$ cat src/rtl/maze_pkg.sv
`default_nettype none
// ============================================================================
// Module      : maze_pkg
// Description : Shared constants, state encoding and wall-index helpers for
//               the maze game controller.
//               COLS/ROWS     - maze dimensions in cells
//               H_BITS/V_BITS - widths of the horizontal / vertical wall maps
//               DIR_*         - move direction encoding
//               state_t       - controller state encoding
//               h_idx/v_idx   - bit index of a cell's north / west wall
// Revision    : 1.0 - initial release
// ============================================================================
package maze_pkg;

    localparam int COLS   = 10;
    localparam int ROWS   = 15;
    localparam int H_BITS = (ROWS + 1) * COLS;   // 160
    localparam int V_BITS = ROWS * (COLS + 1);   // 165

    localparam logic [1:0] DIR_N = 2'd0;
    localparam logic [1:0] DIR_E = 2'd1;
    localparam logic [1:0] DIR_S = 2'd2;
    localparam logic [1:0] DIR_W = 2'd3;

    typedef enum logic [2:0] {
        ST_IDLE    = 3'd0,
        ST_GEN_RST = 3'd1,
        ST_SETTLE  = 3'd2,
        ST_GEN_RUN = 3'd3,
        ST_PLAY    = 3'd4,
        ST_WON     = 3'd5,
        ST_ERROR   = 3'd6
    } state_t;

    // Bit of h_walls holding the wall above cell (x,y).
    function automatic logic [8:0] h_idx(input logic [3:0] x, input logic [3:0] y);
        return 9'(y) * 9'(COLS) + 9'(x);
    endfunction

    // Bit of v_walls holding the wall left of cell (x,y).
    function automatic logic [8:0] v_idx(input logic [3:0] x, input logic [3:0] y);
        return 9'(y) * 9'(COLS + 1) + 9'(x);
    endfunction

endpackage
`default_nettype wire

$ cat src/rtl/maze_lfsr.sv
`default_nettype none
// ============================================================================
// Module      : maze_lfsr
// Description : 16-bit Galois LFSR, polynomial x^16+x^14+x^13+x^11.
//               A zero seed is replaced by 1 so the register never locks up.
// Ports       : clk      - clock
//               rst_n    - asynchronous active-low reset (loads seed)
//               i_en     - advance one step this cycle
//               o_state  - current 16-bit LFSR state
// Revision    : 1.0 - initial release
// ============================================================================
module maze_lfsr #(
    parameter logic [15:0] SEED = 16'hACE1
) (
    input  logic        clk,
    input  logic        rst_n,
    input  logic        i_en,
    output logic [15:0] o_state
);

    localparam logic [15:0] c_SEED = (SEED == 16'h0000) ? 16'h0001 : SEED;
    localparam logic [15:0] c_TAPS = 16'hB400;

    logic [15:0] r_state;

    always_ff @(posedge clk or negedge rst_n) begin
        if (!rst_n) begin
            r_state <= c_SEED;
        end else if (i_en) begin
            r_state <= (r_state >> 1) ^ (r_state[0] ? c_TAPS : 16'h0000);
        end
    end

    assign o_state = r_state;

endmodule
`default_nettype wire

$ cat src/rtl/maze_game_controller.sv
`default_nettype none
// ============================================================================
// Module      : maze_game_controller
// Description : Sequences a maze generator (reset, random stream, completion
//               wait with timeout) and then arbitrates player moves against
//               the finished wall maps, tracking position and win.
// Ports       : clk, rst_n      - clock, asynchronous active-low reset
//               i_start         - request a new maze
//               o_gen_rst       - reset to generator
//               o_gen_rnd       - random byte to generator
//               i_gen_busy      - generator busy
//               i_h_walls       - horizontal wall map (wall above each cell)
//               i_v_walls       - vertical wall map (wall left of each cell)
//               i_move_valid    - move request
//               i_move_dir      - 0=N 1=E 2=S 3=W
//               o_move_ready    - move accepted this cycle if valid
//               o_move_done     - one-cycle result pulse of an accepted move
//               o_move_blocked  - with move_done: move hit a wall/border
//               o_player_x/y    - player position
//               o_maze_ready    - playing
//               o_win           - exit reached
//               o_gen_error     - generator timed out
// Revision    : 1.0 - initial release
// ============================================================================
module maze_game_controller
    import maze_pkg::*;
#(
    parameter int          EXIT_X         = 9,
    parameter int          EXIT_Y         = 14,
    parameter int          GEN_RST_CYCLES = 2,
    parameter int          SETTLE_CYCLES  = 2,
    parameter int          GEN_TIMEOUT    = 2047,
    parameter logic [15:0] LFSR_SEED      = 16'hACE1
) (
    input  logic              clk,
    input  logic              rst_n,
    input  logic              i_start,
    output logic              o_gen_rst,
    output logic [7:0]        o_gen_rnd,
    input  logic              i_gen_busy,
    input  logic [H_BITS-1:0] i_h_walls,
    input  logic [V_BITS-1:0] i_v_walls,
    input  logic              i_move_valid,
    input  logic [1:0]        i_move_dir,
    output logic              o_move_ready,
    output logic              o_move_done,
    output logic              o_move_blocked,
    output logic [3:0]        o_player_x,
    output logic [3:0]        o_player_y,
    output logic              o_maze_ready,
    output logic              o_win,
    output logic              o_gen_error
);

    // ------------------------------------------------------------------
    // Random stream
    // ------------------------------------------------------------------
    logic [15:0] w_lfsr;
    logic [7:0]  w_lfsr_unused_hi;   // only the low byte is exported

    maze_lfsr #(
        .SEED (LFSR_SEED)
    ) u_lfsr (
        .clk     (clk),
        .rst_n   (rst_n),
        .i_en    (1'b1),
        .o_state (w_lfsr)
    );

    assign o_gen_rnd        = w_lfsr[7:0];
    assign w_lfsr_unused_hi = w_lfsr[15:8];

    // ------------------------------------------------------------------
    // Registers
    // ------------------------------------------------------------------
    state_t      r_state;
    logic [15:0] r_cnt;
    logic [3:0]  r_px;
    logic [3:0]  r_py;
    logic        r_done;
    logic        r_blk;
    logic        r_gen_rst;
    logic        r_maze_ready;
    logic        r_win;
    logic        r_gen_error;

    state_t      w_state_n;
    logic [15:0] w_cnt_n;
    logic [3:0]  w_px_n;
    logic [3:0]  w_py_n;
    logic        w_done_n;
    logic        w_blk_n;

    logic        w_move_ready;
    logic        w_accept;
    logic        w_at_exit;

    assign w_move_ready = (r_state == ST_PLAY) & ~i_start;
    assign w_accept     = i_move_valid & w_move_ready;
    assign w_at_exit    = (r_px == 4'(EXIT_X)) && (r_py == 4'(EXIT_Y));

    // ------------------------------------------------------------------
    // Move checker. Wall maps are zero-padded to 512 bits so the 9-bit
    // index addresses them exactly; real indices never exceed the map.
    // ------------------------------------------------------------------
    logic [511:0] w_h_pad;
    logic [511:0] w_v_pad;
    logic         w_blocked;
    logic [3:0]   w_nx;
    logic [3:0]   w_ny;

    assign w_h_pad = {{(512 - H_BITS){1'b0}}, i_h_walls};
    assign w_v_pad = {{(512 - V_BITS){1'b0}}, i_v_walls};

    always_comb begin
        w_blocked = 1'b1;
        w_nx      = r_px;
        w_ny      = r_py;
        case (i_move_dir)
            DIR_N: begin
                w_blocked = (r_py == 4'd0) | w_h_pad[h_idx(r_px, r_py)];
                w_ny      = r_py - 4'd1;
            end
            DIR_E: begin
                w_blocked = (r_px == 4'(COLS - 1)) | w_v_pad[v_idx(r_px + 4'd1, r_py)];
                w_nx      = r_px + 4'd1;
            end
            DIR_S: begin
                w_blocked = (r_py == 4'(ROWS - 1)) | w_h_pad[h_idx(r_px, r_py + 4'd1)];
                w_ny      = r_py + 4'd1;
            end
            default: begin
                w_blocked = (r_px == 4'd0) | w_v_pad[v_idx(r_px, r_py)];
                w_nx      = r_px - 4'd1;
            end
        endcase
    end

    // ------------------------------------------------------------------
    // Next-state logic
    // ------------------------------------------------------------------
    always_comb begin
        w_state_n = r_state;
        w_cnt_n   = r_cnt;
        w_px_n    = r_px;
        w_py_n    = r_py;
        w_done_n  = 1'b0;
        w_blk_n   = 1'b0;

        case (r_state)
            ST_IDLE: begin
                if (i_start) begin
                    w_state_n = ST_GEN_RST;
                    w_cnt_n   = '0;
                end
            end
            ST_GEN_RST: begin
                if (r_cnt == 16'(GEN_RST_CYCLES - 1)) begin
                    w_state_n = ST_SETTLE;
                    w_cnt_n   = '0;
                end else begin
                    w_cnt_n = r_cnt + 16'd1;
                end
            end
            ST_SETTLE: begin
                // Busy is not trusted until the generator has come out of reset.
                if (r_cnt == 16'(SETTLE_CYCLES - 1)) begin
                    w_state_n = ST_GEN_RUN;
                    w_cnt_n   = '0;
                end else begin
                    w_cnt_n = r_cnt + 16'd1;
                end
            end
            ST_GEN_RUN: begin
                if (!i_gen_busy) begin
                    w_state_n = ST_PLAY;
                    w_cnt_n   = '0;
                end else if (r_cnt == 16'(GEN_TIMEOUT - 1)) begin
                    w_state_n = ST_ERROR;
                    w_cnt_n   = '0;
                end else begin
                    w_cnt_n = r_cnt + 16'd1;
                end
            end
            ST_PLAY: begin
                if (i_start) begin
                    w_state_n = ST_GEN_RST;
                    w_cnt_n   = '0;
                    w_px_n    = '0;
                    w_py_n    = '0;
                end else begin
                    // Arrival is judged on the registered move result.
                    if (r_done && w_at_exit) begin
                        w_state_n = ST_WON;
                    end
                    if (w_accept) begin
                        w_done_n = 1'b1;
                        w_blk_n  = w_blocked;
                        if (!w_blocked) begin
                            w_px_n = w_nx;
                            w_py_n = w_ny;
                        end
                    end
                end
            end
            ST_WON, ST_ERROR: begin
                if (i_start) begin
                    w_state_n = ST_GEN_RST;
                    w_cnt_n   = '0;
                    w_px_n    = '0;
                    w_py_n    = '0;
                end
            end
            default: begin
                w_state_n = ST_IDLE;
                w_cnt_n   = '0;
            end
        endcase
    end

    // ------------------------------------------------------------------
    // State register and registered status flags
    // ------------------------------------------------------------------
    always_ff @(posedge clk or negedge rst_n) begin
        if (!rst_n) begin
            r_state      <= ST_IDLE;
            r_cnt        <= '0;
            r_px         <= '0;
            r_py         <= '0;
            r_done       <= 1'b0;
            r_blk        <= 1'b0;
            r_gen_rst    <= 1'b1;
            r_maze_ready <= 1'b0;
            r_win        <= 1'b0;
            r_gen_error  <= 1'b0;
        end else begin
            r_state      <= w_state_n;
            r_cnt        <= w_cnt_n;
            r_px         <= w_px_n;
            r_py         <= w_py_n;
            r_done       <= w_done_n;
            r_blk        <= w_blk_n;
            r_gen_rst    <= (w_state_n == ST_IDLE) || (w_state_n == ST_GEN_RST);
            r_maze_ready <= (w_state_n == ST_PLAY);
            r_win        <= (w_state_n == ST_WON);
            r_gen_error  <= (w_state_n == ST_ERROR);
        end
    end

    assign o_gen_rst      = r_gen_rst;
    assign o_move_ready   = w_move_ready;
    assign o_move_done    = r_done;
    assign o_move_blocked = r_blk;
    assign o_player_x     = r_px;
    assign o_player_y     = r_py;
    assign o_maze_ready   = r_maze_ready;
    assign o_win          = r_win;
    assign o_gen_error    = r_gen_error;

endmodule
`default_nettype wire

$ cat config.mk
export PLATFORM = sky130hd
export DESIGN_NAME = maze_game_controller
export DESIGN_NICKNAME = d
export VERILOG_FILES = /design/src/rtl/maze_pkg.sv /design/src/rtl/maze_lfsr.sv /design/src/rtl/maze_game_controller.sv
export SDC_FILE = /design/constraint.sdc
export NUM_CORES = 1
export LEC_CHECK = 0
export BUFFER_PORTS_ARGS = -buffer_cell sky130_fd_sc_hd__buf_2
export CORE_ASPECT_RATIO = 1.25
export CORE_UTILIZATION = 36
export CTS_CLUSTER_DIAMETER = 40
export DETAILED_ROUTE_END_ITERATION = 8
export GPL_TIMING_DRIVEN = 0
export PLACE_DENSITY = 0.69
export SKIP_CTS_REPAIR_TIMING = 1
export SLEW_MARGIN = 40
export SYNTH_ARGS = -nofsm -noshare
export SYNTH_HDL_FRONTEND = slang
export SYNTH_HIERARCHICAL = 1
export SYNTH_SLANG_ARGS = --single-unit
$ cat constraint.sdc
create_clock -name clk -period 7.4 [get_ports clk]
set_input_delay 0.37 -clock clk [delete_from_list [all_inputs] [get_ports clk]]
set_output_delay 0.37 -clock clk [all_outputs]
set_load 0.05 [all_outputs]
==> flow_metrics.tcl, run 1 <==
set metrics [dict create \
    cts_tree "done" \
    ant_nets 0 \
    drive_gt1_frac 0.498 \
    vias 9440 \
    clock_path_buffers 2 \
    wirelength_um 34200 \
    drv_cap 0 \
    cp-start-kind "flip-flop" \
    synth_most_common_cell "mux4_2" \
    top_level_ports 355 \
    drc 0 \
    io_buffers 351 \
    slew_viol_final 0 \
    grt_usage 0.243 \
    syn_to_final_growth_pct 25.1 \
    netlist_area_mm2 0.00965 \
    ys_seq_elements 49 \
    crit_type "flip-flop to flip-flop" \
    cp_max_fo 11 \
    critPathSlowestCell "fa_1" \
    fp.dieH_um 185 \
    synth_cells 849 \
    setup_viol 0 \
    worstPathRequired_ns 7.57 \
    design.core.area_mm2 0.0262 \
    hpwl_um 28800 \
    yosysTopAreaCell "mux4_2" \
    synth_nets 1230 \
    place_inst 1540 \
    grt_max_degree 50 \
    synth.area.top_cells "mux4_2 38%, dfrtp_1 10%, mux2i_1 5.9%, ha_1 5.4%, mux4_1 3.8%" \
    rsz0062_at_grt "no" \
    syn_area_per_cell_um2 11.4 \
    period_needed_ns 6.93 \
    hold_path.class "input pin to asynchronous set/reset pin" \
    initial_core_util 0.369 \
    critical-path-top-delay-family "buffers and inverters" \
    synth_edf_count 0 \
    die_width_um 148 \
    routabilityCongestion 0.918 \
    synth-seq-area-share 0.128 \
    synth-main-ff-cell "dfrtp_1" \
    tightest_slew_ns 0.822 \
    grt_pass1_vias 9777 \
    wl_per_cell_um 22.0 \
    cts.clk_slew.worst_paths_ns 0.07 \
    cts-root-buf "clkbuf_16" \
    worst-path-buf-inv 9 \
    crit_arrival_ns 7.10 \
    finalHoldViolCount 0 \
    grt_pass1_wl_um 51700 \
    nNetsFinal 1588 \
    crit_path_frequent_cell "buf_2" \
    ys_types 80 \
    cts_sinks 49 \
    antenna_found_initial 6 \
    synth_top_area_frac 0.376 \
    drt_pass1_iterations 5 \
    final_cells 1554 \
    clock_skew_ns 0.00940 \
    synthTopCellsByCount "161 x mux4_2, 66 x nand2_1, 57 x mux2i_1" \
    overflow 0 \
    worstSkewPairLatency_ns 0.29 \
    slew_headroom 0.449 \
    drt_iter0_markers 560 \
    status "finished, final reports clean" \
    final.setup.tns_ns 0 \
    row_count 66 \
    synthArstFlopShare 1.00 \
    h-tree-depth 2 \
    fmax_ghz 0.144 \
    path_cells "buf_2 -> buf_4 -> buf_2 -> buf_2 -> inv_2 -> ha_1 -> inv_1 -> fa_1 -> clkbuf_1 -> buf_2 -> buf_1 -> mux4_2 -> mux4_2 -> mux2i_1 -> a21oi_1 -> o221ai_2 -> o2111ai_4 -> a21oi_2 -> mux2_2" \
    whs_ns 0.0917 \
    finalCritPeriodShare 0.937 \
    crit_path_max_incr_delay_ns 0.53 \
    cts_buffers 5 \
    die-area_mm2 0.0275 \
    via_per_inst 6.07 \
    endpoint_kind "flip-flop" \
    ys_warn_count 6 \
    reg2reg_slack_ns 0.47 \
]
[placed cells by master, fill, tap and decap left out, drive strengths merged, types with 5 or more instances in the layout]
cell type  instances
buf              382
mux4             175
nand2             66
mux2i             57
nor2              47
a21oi             45
ha                42
dfrtp             40
o21ai             37
clkbuf            37
inv               32
xnor2             26
mux2              19
xor2              18
nand3             15
nand2b            15
and3              13
a211oi            12
nor3              11
dfstp              9
a31oi              8
fa                 7
diode              6
nand4              6
and2               6
and4               5
a21o               5
o2bb2ai            5
[kinds of logic after synthesis]
| logic type | share of synthesized area |
|---|---|
| buf+inv | 0.0460 |
| fa+ha+maj | 0.0690 |
| xor+xnor | 0.0458 |
| simple gates | 0.105 |
| compound gates | 0.109 |
| flops | 0.128 |
| mux | 0.497 |
| other cells | 0.000389 |
[flip-flops by register name (all words and copies together), names as in the netlist, 3 cells and up]
register / count
o_player_x: 4
o_player_y: 4
r_cnt: 16
r_state: 3
u_lfsr/o_state: 16
[worst paths after layout]
| kind | from | endpoint | cells after the start |
|---|---|---|---|
| max in group asynchronous | rst_n | o_player_y[1] | 1 |
| hold reg to reg | u_lfsr/o_state[12] | u_lfsr/o_state[11] | 1 |
| hold / removal | rst_n | u_lfsr/o_state[8] | 1 |
| min in group clk | i_move_valid | o_move_done | 2 |
| setup / recovery | o_player_x[0] | o_player_x[0] | 19 |
| setup reg to reg | o_player_x[0] | o_player_x[0] | 19 |
[per-stage QoR]
step / worst slack, ns / utilization / instance area, um^2
floorplan: 1.77 / - / 9650
global placement: 0.498 / 0.452 / 11800
detailed placement: 0.443 / 0.454 / 11900
CTS: 0.425 / 0.460 / 12000
global route: 0.0844 / 0.461 / 12100
finish: 0.469 / 0.461 / 12100
[layout make-up]
| cell class | instances | area [um^2] |
|---|---|---|
| Buffer | 63 | 330 |
| Antenna cell | 6 | 15.0 |
| Timing Repair Buffer | 351 | 1760 |
| Multi-Input combinational cell | 706 | 8040 |
| Tap cell | 340 | 425 |
| Clock inverter | 3 | 25.0 |
| Clock buffer | 5 | 125 |
| Inverter | 31 | 116 |
| Sequential cell | 49 | 1240 |
| Fill cell | 2476 | 14100 |
[routing by layer]
metal	track usage	wire, um
met3	0.0433	2790
met1	0.252	11500
met5	0	0
met4	0.117	1640
met2	0.467	18300
Power of run 1 is not shown: default switching activity piles up to over one toggle a cycle in this logic, so the estimate is an artifact.
==> inputs of run 2 (changes only) <==
--- a/config.mk
+++ b/config.mk
@@ -6,6 +6,7 @@
 export NUM_CORES = 1
 export LEC_CHECK = 0
 export BUFFER_PORTS_ARGS = -buffer_cell sky130_fd_sc_hd__buf_2
+export CAP_MARGIN = 20
 export CORE_ASPECT_RATIO = 1.25
 export CORE_UTILIZATION = 36
 export CTS_CLUSTER_DIAMETER = 40
==> constraint.sdc (replaced) <==
create_clock -name clk -period 6.95 [get_ports clk]
set_input_delay 0.3475 -clock clk [delete_from_list [all_inputs] [get_ports clk]]
set_output_delay 0.3475 -clock clk [all_outputs]
set_load 0.05 [all_outputs]
==> flow_metrics.tcl, run 2 (same netlist as run 1, synthesis figures left out) <==
set metrics [dict create \
    design.core.area_mm2 0.0262 \
    grt_pass1_wl_um 51700 \
    fp.dieH_um 185 \
    worstSkewPairLatency_ns 0.29 \
    reg2reg_slack_ns 0.59 \
    row_count 66 \
    crit_path_max_incr_delay_ns 0.62 \
    endpoint_kind "flip-flop" \
    cts.clk_slew.worst_paths_ns 0.07 \
    grt_max_degree 50 \
    io_buffers 351 \
    slew_viol_final 0 \
    overflow 0 \
    cp-start-kind "flip-flop" \
    ant_nets 0 \
    wirelength_um 34200 \
    drive_gt1_frac 0.499 \
    fmax_ghz 0.157 \
    cts_tree "done" \
    highest_layer "met4" \
    drt-met1-wl_um 11700 \
    grt_usage 0.243 \
    clock_skew_ns 0.00928 \
    finalCritPeriodShare 0.915 \
    initial_core_util 0.369 \
    worstPathRequired_ns 7.12 \
    slew_headroom 0.443 \
    grt_pass1_vias 9777 \
    status "finished, final reports clean" \
    finalHoldViolCount 0 \
    drt_iter0_markers 564 \
    cts-root-buf "clkbuf_16" \
    die_width_um 148 \
    h-tree-depth 2 \
    critical-path-top-delay-family "buffers and inverters" \
    crit_type "flip-flop to flip-flop" \
    setup_viol 0 \
    syn_to_final_growth_pct 25.1 \
    nNetsFinal 1587 \
    cp_max_fo 19 \
    via_per_inst 6.05 \
    crit_arrival_ns 6.53 \
    hpwl_um 28800 \
    drt_pass1_iterations 5 \
    rsz0062_at_grt "no" \
    antenna_found_initial 6 \
    layout.cells.most_common "buf_2" \
    met3_length_um 2690 \
    worst-path-buf-inv 7 \
    clock_path_buffers 2 \
    routabilityCongestion 0.918 \
    cts_buffers 5 \
    final.setup.tns_ns 0 \
    drv_cap 0 \
    top_level_ports 355 \
    hold_path.class "input pin to asynchronous set/reset pin" \
    drc 0 \
    tightest_slew_ns 0.831 \
    period_needed_ns 6.36 \
    dr_wl_met2_um 18100 \
    vias 9403 \
    final_cell_mix "364 x buf_2, 161 x mux4_2, 66 x nand2_1, 57 x mux2i_1, 47 x nor2_1" \
    cts_sinks 49 \
    critPathSlowestCell "clkbuf_1" \
    wl_per_cell_um 22.0 \
    die-area_mm2 0.0275 \
    path_cells "buf_2 -> buf_4 -> clkbuf_4 -> inv_2 -> ha_1 -> inv_1 -> fa_1 -> clkbuf_1 -> clkbuf_1 -> mux4_2 -> mux4_2 -> mux2i_1 -> a21oi_1 -> o221ai_2 -> o2111ai_4 -> a21oi_2 -> mux2_2" \
]
-- run 2: cell count changes in the layout (fill, tap and decap cells not counted) --
cell / delta
buf_1: -2
buf_2: -2
clkbuf_2: +2
clkbuf_4: +1
-- run 2: final timing paths --
check / start / to / cells after the start
setup / recovery: o_player_x[0] / o_player_x[0] / 17
hold reg to reg: u_lfsr/o_state[12] / u_lfsr/o_state[11] / 1
max in group asynchronous: rst_n / o_player_y[1] / 1
min in group clk: i_move_valid / o_move_done / 2
setup reg to reg: o_player_x[0] / o_player_x[0] / 17
hold / removal: rst_n / u_lfsr/o_state[8] / 1
-- run 2: layout make-up --
cell class	count	area, um^2
tap	340	425
clock inverter	3	25.0
sequential	49	1240
multi-input combinational	706	8040
buffer	62	330
antenna	6	15.0
inverter	31	116
clock buffer	5	125
timing repair buffer	351	1760
fill	2477	14100
-- run 2: routing by layer --
layer	vias up	global-route usage
li1	4163	-
met3	95	0.0433
met1	4630	0.252
met2	515	0.467
met5	-	0
met4	0	0.117
-- run 2: metrics by stage --
step	instances	area, um^2	util	setup WS, ns	hold slack, ns
global placement	1540	11800	0.452	0.0481	0.500
CTS	1548	12000	0.460	-0.0246	0.0884
detailed placement	1540	11900	0.454	-0.00739	0.407
finish	1553	12100	0.461	0.591	0.0691
global route	1552	12100	0.461	0.248	0.105
floorplan	849	9650	-	1.32	0.0519
-- run 2: worst reg2reg max path: stages (launching register included) --
cell,delay (ns)
dfrtp_1,0.51
buf_2,0.36
buf_4,0.41
clkbuf_4,0.36
inv_2,0.23
ha_1,0.37
inv_1,0.08
fa_1,0.53
clkbuf_1,0.36
clkbuf_1,0.62
mux4_2,0.42
mux4_2,0.47
mux2i_1,0.24
a21oi_1,0.14
o221ai_2,0.28
o2111ai_4,0.26
a21oi_2,0.27
mux2_2,0.35
Power of run 2 is left out for the same reason.
